===== config.mk =====
export PLATFORM = sky130hd
export DESIGN_NAME = hazard_scoreboard
export DESIGN_NICKNAME = d
export VERILOG_FILES = /design/src/rtl/hazard_scoreboard_pkg.sv /design/src/rtl/hs_entry.sv /design/src/rtl/hazard_scoreboard.sv
export SDC_FILE = /design/constraint.sdc
export NUM_CORES = 1
export LEC_CHECK = 0
export CORE_MARGIN = 3
export CORE_UTILIZATION = 28
export DETAILED_ROUTE_END_ITERATION = 8
export HOLD_SLACK_MARGIN = 0.06
export MAX_ROUTING_LAYER = met4
export PLACE_DENSITY_LB_ADDON = 0.25
export SLEW_MARGIN = 20
export SYNTH_ARGS = -nofsm -noshare
export SYNTH_HDL_FRONTEND = slang
export SYNTH_SLANG_ARGS = --single-unit

===== constraint.sdc =====
create_clock -name clk -period 6.14 [get_ports clk]
set_input_delay 1.228 -clock clk [delete_from_list [all_inputs] [get_ports clk]]
set_output_delay 1.228 -clock clk [all_outputs]
set_load 0.02 [all_outputs]

===== src/rtl/hazard_scoreboard_pkg.sv =====
// -----------------------------------------------------------------------------
// hazard_scoreboard_pkg
//   Shared constants for the decode-stage hazard scoreboard.
//   FWD_SEL_RF  : forward-select value meaning "take the register file".
//   RDY_ALU     : ready-stage index for single-cycle ALU results (EX output).
//   RDY_LOAD    : ready-stage index for load results (MEM output).
//   rdy_mul()   : ready-stage index for the multiplier, which delivers at the
//                 last forwardable stage of whatever pipe depth is configured.
// -----------------------------------------------------------------------------
package hazard_scoreboard_pkg;

  localparam int FWD_SEL_RF = 0;
  localparam int RDY_ALU    = 0;
  localparam int RDY_LOAD   = 1;

  function automatic int rdy_mul(input int fwd_stages);
    return fwd_stages - 1;
  endfunction

endpackage


===== src/rtl/hs_entry.sv =====
// -----------------------------------------------------------------------------
// hs_entry
//   Scoreboard entry for one architectural register (index IDX, never 0).
//   Tracks whether a write is in flight, how many stages past decode it has
//   travelled (age) and the first stage whose output carries the value (rdy).
//   Also compares itself against both decode source operands.
//
// Ports
//   clk, rst_n          : clock, asynchronous active-low reset
//   en                  : pipeline advance; 0 freezes the entry
//   flush               : discard the in-flight write
//   alloc               : decode accepted an instruction that writes a register
//   dst_addr, dst_rdy   : destination of that instruction, clamped ready stage
//   rs_addr, rs_used    : decode source 1
//   rt_addr, rt_used    : decode source 2
//   pending             : a write to this register is in flight
//   rs_sel, rt_sel      : forward select this entry asks for (0 when no hit)
//   rs_block, rt_block  : source hits but the value is not yet forwardable
// -----------------------------------------------------------------------------
module hs_entry
  import hazard_scoreboard_pkg::*;
#(
  parameter int              ADDR_W     = 5,
  parameter int              FWD_STAGES = 2,
  parameter int              SEL_W      = 3,
  parameter logic [ADDR_W-1:0] IDX      = '1
) (
  input  logic              clk,
  input  logic              rst_n,
  input  logic              en,
  input  logic              flush,
  input  logic              alloc,
  input  logic [ADDR_W-1:0] dst_addr,
  input  logic [SEL_W-1:0]  dst_rdy,
  input  logic [ADDR_W-1:0] rs_addr,
  input  logic              rs_used,
  input  logic [ADDR_W-1:0] rt_addr,
  input  logic              rt_used,
  output logic              pending,
  output logic [SEL_W-1:0]  rs_sel,
  output logic              rs_block,
  output logic [SEL_W-1:0]  rt_sel,
  output logic              rt_block
);

  localparam logic [SEL_W-1:0] LAST_AGE = SEL_W'(FWD_STAGES - 1);

  logic             valid;
  logic [SEL_W-1:0] age;
  logic [SEL_W-1:0] rdy;

  logic rs_hit;
  logic rt_hit;
  logic fwd_ok;

  // The register file is write-before-read, so once the write leaves the last
  // forwardable stage the entry can be dropped and the regfile read is correct.
  // NOTE: state uses non-blocking assignments so every entry samples the
  // pre-edge values of en/flush/alloc, regardless of evaluation order.
  always_ff @(posedge clk or negedge rst_n) begin
    if (!rst_n) begin
      valid <= 1'b0;
      age   <= '0;
      rdy   <= '0;
    end else if (flush) begin
      valid <= 1'b0;
    end else if (en) begin
      if (alloc && dst_addr == IDX) begin
        // Youngest writer replaces any older in-flight write to this register.
        valid <= 1'b1;
        age   <= '0;
        rdy   <= dst_rdy;
      end else if (valid) begin
        if (age == LAST_AGE) valid <= 1'b0;
        else                 age   <= age + 1'b1;
      end
    end
  end

  assign pending = valid;
  assign rs_hit  = valid && rs_used && rs_addr == IDX;
  assign rt_hit  = valid && rt_used && rt_addr == IDX;
  assign fwd_ok  = age >= rdy;

  assign rs_sel   = (rs_hit && fwd_ok) ? age + 1'b1 : SEL_W'(FWD_SEL_RF);
  assign rt_sel   = (rt_hit && fwd_ok) ? age + 1'b1 : SEL_W'(FWD_SEL_RF);
  assign rs_block = rs_hit && !fwd_ok;
  assign rt_block = rt_hit && !fwd_ok;

endmodule


===== src/rtl/hazard_scoreboard.sv =====
// -----------------------------------------------------------------------------
// hazard_scoreboard
//   Decode-stage hazard unit: one scoreboard entry per register (r != 0)
//   drives operand forward selects, the decode stall and a stall counter.
//
// Ports
//   clk, rst_n             : clock, asynchronous active-low reset
//   en                     : pipeline advance (0 = memory wait, freeze)
//   flush                  : discard all in-flight writes
//   issue_valid            : a valid instruction is in decode
//   rs_addr/rs_used        : source 1 address / is read
//   rt_addr/rt_used        : source 2 address / is read
//   dst_addr/dst_we        : destination address / is written
//   dst_rdy                : first stage whose output carries the result
//   stall                  : hold fetch/decode, bubble into EX
//   rs_fwd_sel/rt_fwd_sel  : 0 = regfile, k+1 = forward from stage k
//   pending_mask           : bit r set while register r has a write in flight
//   stall_cnt              : saturating count of stalled cycles
// -----------------------------------------------------------------------------
module hazard_scoreboard
  import hazard_scoreboard_pkg::*;
#(
  parameter int ADDR_W     = 5,
  parameter int FWD_STAGES = 2,
  parameter int SEL_W      = 3,
  parameter int CNT_W      = 32,
  localparam int NUM_REGS  = 2 ** ADDR_W
) (
  input  logic                clk,
  input  logic                rst_n,
  input  logic                en,
  input  logic                flush,
  input  logic                issue_valid,
  input  logic [ADDR_W-1:0]   rs_addr,
  input  logic                rs_used,
  input  logic [ADDR_W-1:0]   rt_addr,
  input  logic                rt_used,
  input  logic [ADDR_W-1:0]   dst_addr,
  input  logic                dst_we,
  input  logic [SEL_W-1:0]    dst_rdy,
  output logic                stall,
  output logic [SEL_W-1:0]    rs_fwd_sel,
  output logic [SEL_W-1:0]    rt_fwd_sel,
  output logic [NUM_REGS-1:0] pending_mask,
  output logic [CNT_W-1:0]    stall_cnt
);

  localparam logic [SEL_W-1:0] MAX_RDY = SEL_W'(FWD_STAGES - 1);

  logic [NUM_REGS-1:0][SEL_W-1:0] rs_sel_e;
  logic [NUM_REGS-1:0][SEL_W-1:0] rt_sel_e;
  logic [NUM_REGS-1:0]            rs_block_e;
  logic [NUM_REGS-1:0]            rt_block_e;

  logic             accept;
  logic             alloc;
  logic [SEL_W-1:0] rdy_clamped;

  // A producer that claims a later stage than exists is treated as ready at
  // the last forwardable stage.
  assign rdy_clamped = (dst_rdy > MAX_RDY) ? MAX_RDY : dst_rdy;
  assign accept      = issue_valid && !stall && en && !flush;
  assign alloc       = accept && dst_we;

  // Register 0 is hard-wired zero and never tracked.
  assign pending_mask[0] = 1'b0;
  assign rs_sel_e[0]     = '0;
  assign rt_sel_e[0]     = '0;
  assign rs_block_e[0]   = 1'b0;
  assign rt_block_e[0]   = 1'b0;

  for (genvar r = 1; r < NUM_REGS; r++) begin : g_entry
    hs_entry #(
      .ADDR_W     (ADDR_W),
      .FWD_STAGES (FWD_STAGES),
      .SEL_W      (SEL_W),
      .IDX        (ADDR_W'(r))
    ) u_entry (
      .clk      (clk),
      .rst_n    (rst_n),
      .en       (en),
      .flush    (flush),
      .alloc    (alloc),
      .dst_addr (dst_addr),
      .dst_rdy  (rdy_clamped),
      .rs_addr  (rs_addr),
      .rs_used  (rs_used),
      .rt_addr  (rt_addr),
      .rt_used  (rt_used),
      .pending  (pending_mask[r]),
      .rs_sel   (rs_sel_e[r]),
      .rs_block (rs_block_e[r]),
      .rt_sel   (rt_sel_e[r]),
      .rt_block (rt_block_e[r])
    );
  end

  // At most one entry can hit per source, so the selects OR together.
  // NOTE: every output of this block gets a default first so no latch forms.
  always_comb begin
    rs_fwd_sel = SEL_W'(FWD_SEL_RF);
    rt_fwd_sel = SEL_W'(FWD_SEL_RF);
    for (int r = 0; r < NUM_REGS; r++) begin
      rs_fwd_sel = rs_fwd_sel | rs_sel_e[r];
      rt_fwd_sel = rt_fwd_sel | rt_sel_e[r];
    end
  end

  assign stall = issue_valid && (|rs_block_e || |rt_block_e);

  always_ff @(posedge clk or negedge rst_n) begin
    if (!rst_n)                     stall_cnt <= '0;
    else if (en && stall && !(&stall_cnt)) stall_cnt <= stall_cnt + 1'b1;
  end

endmodule


==> flow_summary.json <==
{
  "grt_pass1_wl_microns": 86500,
  "p_sw_frac": 0.287,
  "die_y_microns": 245,
  "gp_congestion": 1.01,
  "status": "finished with violations",
  "cts-htree-levels": 1,
  "synth_area_sq_mm": 0.0161,
  "p_per_area_mw_per_mm2": 217,
  "syn_avg_cell_area_sq_um": 9.63,
  "io_pins": 97,
  "place_inst": 2502,
  "max_stage_delay_ns": 1.08,
  "grt_pass1_vias": 13241,
  "worst_slew_pin_slew_ns": 1.24,
  "pwr-share-clk": 0.425,
  "hold_violations": 0,
  "start_util": 0.284,
  "hp-class": "reg -> reg",
  "coreArea_sq_mm": 0.0566,
  "p_sw_mw": 1.18,
  "cp_top_family": "buffers and inverters",
  "placed_area_sq_mm": 0.0180,
  "max_freq_ghz": 0.162,
  "drc": 0,
  "drive_gt1_frac": 0.114,
  "synth_edf_count": 0,
  "clock_latency_ns": 0.59,
  "die_area_sq_mm": 0.0603,
  "synth_cell_type_count": 64,
  "seq_area_frac_synth": 0.388,
  "wire_per_inst_microns": 22.4,
  "crit_top_cell": "clkdlybuf4s50_1",
  "clkSinkCount": 249,
  "rsz0062_at_grt": "false",
  "postCtsResizedCells": 0,
  "ys.flop_type": "dfrtp_1",
  "syn_to_final_growth_pct": 18.1,
  "holdPathEnd": "stall_cnt[8]",
  "min-delay-start": "stall_cnt[8]",
  "peakVddDrop_mv": 0.217,
  "slew_violations": 0,
  "r2r-start": "g_entry[8].u_entry.age[0]",
  "layout_min_cycle_time_ns": 6.16,
  "max-cap-violations": 0,
  "grt_antenna_before_repair": 3,
  "via_per_inst": 5.17,
  "worst_setup_path_start_kind": "input port",
  "setup_ws_ns": -0.0218,
  "comb_power_share": 0.135,
  "num-nets-final": 1961,
  "hpwl_microns": 44700,
  "std_cell_rows": 87,
  "post_cts_buffers": 0,
  "fillers": 5838,
  "max_slew_margin": 0.161,
  "drt_iter0_markers": 1156,
  "setup_viol": 1,
  "root_buffer": "clkbuf_16",
  "fin_crit_sh": 1.00,
  "netlist_instances": 1668,
  "cts_buffers": 31,
  "detail-route-antenna-nets": 0,
  "slowest_stage": "nor4bb_1",
  "port_buffers": 95,
  "synth_nets": 1850,
  "postCtsHoldBufs": 0,
  "yosys_warnings": 0,
  "fp.dieW_microns": 245,
  "critical_path_buf_inv_count": 4,
  "p_seq_frac": 0.440,
  "grt_use_total": 0.195,
  "cts_tree": "yes",
  "grt_max_degree": 143,
  "failed_checks": "setup timing",
  "dr.pass1.iters": 5,
  "clk_pin_slew_ns": 0.06,
  "crit_fanout": 9,
  "critPathRequiredTime_ns": 4.91,
  "worstHoldPathCells": 1,
  "arrival_ns": 4.93,
  "regToRegSetupSlack_ns": 1.59,
  "ys_ff_latch": 249,
  "intPower_mw": 2.93,
  "reg2reg_to": "g_entry[19].u_entry.rdy[0]",
  "endpoint_kind": "output pin",
  "vias": 13252,
  "path_cells": "clkdlybuf4s50_1 > nor4bb_1 > buf_4 > nand3_1 > a211oi_1 > a2111oi_0 > o2111ai_1 > o41ai_2 > inv_1 > clkdlybuf4s50_1",
  "power.leakage_nw": 8.97,
  "gr-total-overflow": 0,
  "drt-total-wl_microns": 57300,
  "path_class": "in -> out",
  "cts_buffer_depth": 3,
  "fin_area_sq_mm": 0.0190,
  "clock-skew-final_ns": 0.0160,
  "rr_worst_depth": 11,
  "async_flop_share": 1.00,
  "fin_cells": 2563
}
==> metal layers <==
layer / wire (microns) / track usage
met2: 24000 / 0.284
met5: 0 / -
met4: 2230 / 0.0601
met1: 27400 / 0.275
met3: 3740 / 0.0351
==> area by class of cell <==
type / count / area [sq um] / area share
tap: 756 / 946 / 0.0499
timing repair buffer: 149 / 1370 / 0.0725
clock buffer: 43 / 881 / 0.0465
multi-input combinational: 1195 / 8850 / 0.467
inverter: 153 / 574 / 0.0303
sequential: 249 / 6230 / 0.329
antenna: 4 / 10.0 / 0.000528
clock inverter: 14 / 87.6 / 0.00462
==> sequential cells by signal (all words and copies together), names as in the netlist <==
| name | cells |
|---|---|
| g_entry.u_entry.age | 93 |
| stall_cnt | 32 |
| g_entry.u_entry.rdy | 93 |
| g_entry.u_entry.pending | 31 |
==> per-stage QoR <==
stage / setup slack, ns / util / setup TNS (ns) / power (mW) / hold WS (ns)
6_report: -0.0218 / 0.335 / -0.0218 / 4.11 / 0.483
5_1_grt: 0.00541 / 0.335 / 0 / 4.32 / 0.500
4_1_cts: 0.124 / 0.335 / 0 / 4.17 / 0.491
3_5_place_dp: 0.143 / 0.318 / 0 / 2.39 / 0.477
3_3_place_gp: -0.629 / 0.317 / -0.629 / 2.38 / 0.475
2_1_floorplan: 1.64 / - / 0 / 2.13 / 0.464
==> cell families after synthesis <==
logic type,after synthesis,share of synthesized area
buffers and inverters,224,0.0624
DFF,249,0.388
and+or+nand+nor,615,0.213
AOI/OAI and AO/OA,239,0.105
xor gates and xnor gates,124,0.0676
other,1,0.000234
adders and majority gates,156,0.122
muxes,60,0.0425
==> cell usage in the layout, fill, tap and decap left out, drive strengths merged, types with 4 or more instances in the layout <==
cell,n
a2111oi,13
a211o,29
a211oi,12
a21o,18
a21oi,33
a22oi,10
a32oi,7
and2,4
and3,43
and4b,6
and4bb,4
buf,55
clkbuf,43
clkdlybuf4s50,94
clkinv,12
dfrtp,249
diode,4
ha,156
inv,154
mux2,59
nand2,77
nand2b,51
nand3,40
nand4,54
nand4b,4
nor2,191
nor2b,34
nor3,38
nor3b,12
nor4,29
o21ai,22
o221ai,9
o22a,4
o22ai,68
or2,10
or4,6
xnor2,73
xor2,51
==> worst max path at each step <==
| stage | start | to | slack, ns | depth (start not counted) |
|---|---|---|---|---|
| after CTS | rs_addr[0] | rs_fwd_sel[2] | 0.12 | 9 |
| after global routing | rs_addr[0] | rs_fwd_sel[2] | 0.005 | 9 |
| after global placement | rs_addr[0] | rs_fwd_sel[2] | -0.63 | 8 |
| after floorplan | rt_addr[1] | stall | 1.64 | 10 |
| final | rs_addr[4] | stall | -0.02 | 10 |
| after detailed placement | rs_addr[0] | rs_fwd_sel[2] | 0.14 | 9 |
==> power groups by stage <==
stage               clock network [mW]  logic (mW)  registers [mW]
floorplan                            0       0.321            1.81
global placement                     0       0.542            1.83
detailed placement                   0       0.552            1.84
CTS                               1.81       0.557            1.81
global route                      1.88       0.623            1.82
finish                            1.75       0.553            1.81
==> cells in the mapped netlist (27+ instances only) <==
library cell	n	area, sq um
a211o_1	29	254
a21oi_1	33	165
and3_1	43	269
buf_4	34	255
clkbuf_1	27	101
dfrtp_1	249	6230
ha_1	156	1950
inv_1	153	574
mux2_2	43	484
nand2_1	77	289
nand2b_1	51	319
nand3_1	40	200
nand4_1	54	338
nor2_1	191	717
nor2b_1	34	213
o22ai_1	68	425
xnor2_1	73	639
xor2_1	51	447
Note: power is estimated with default switching activity, not from simulation.
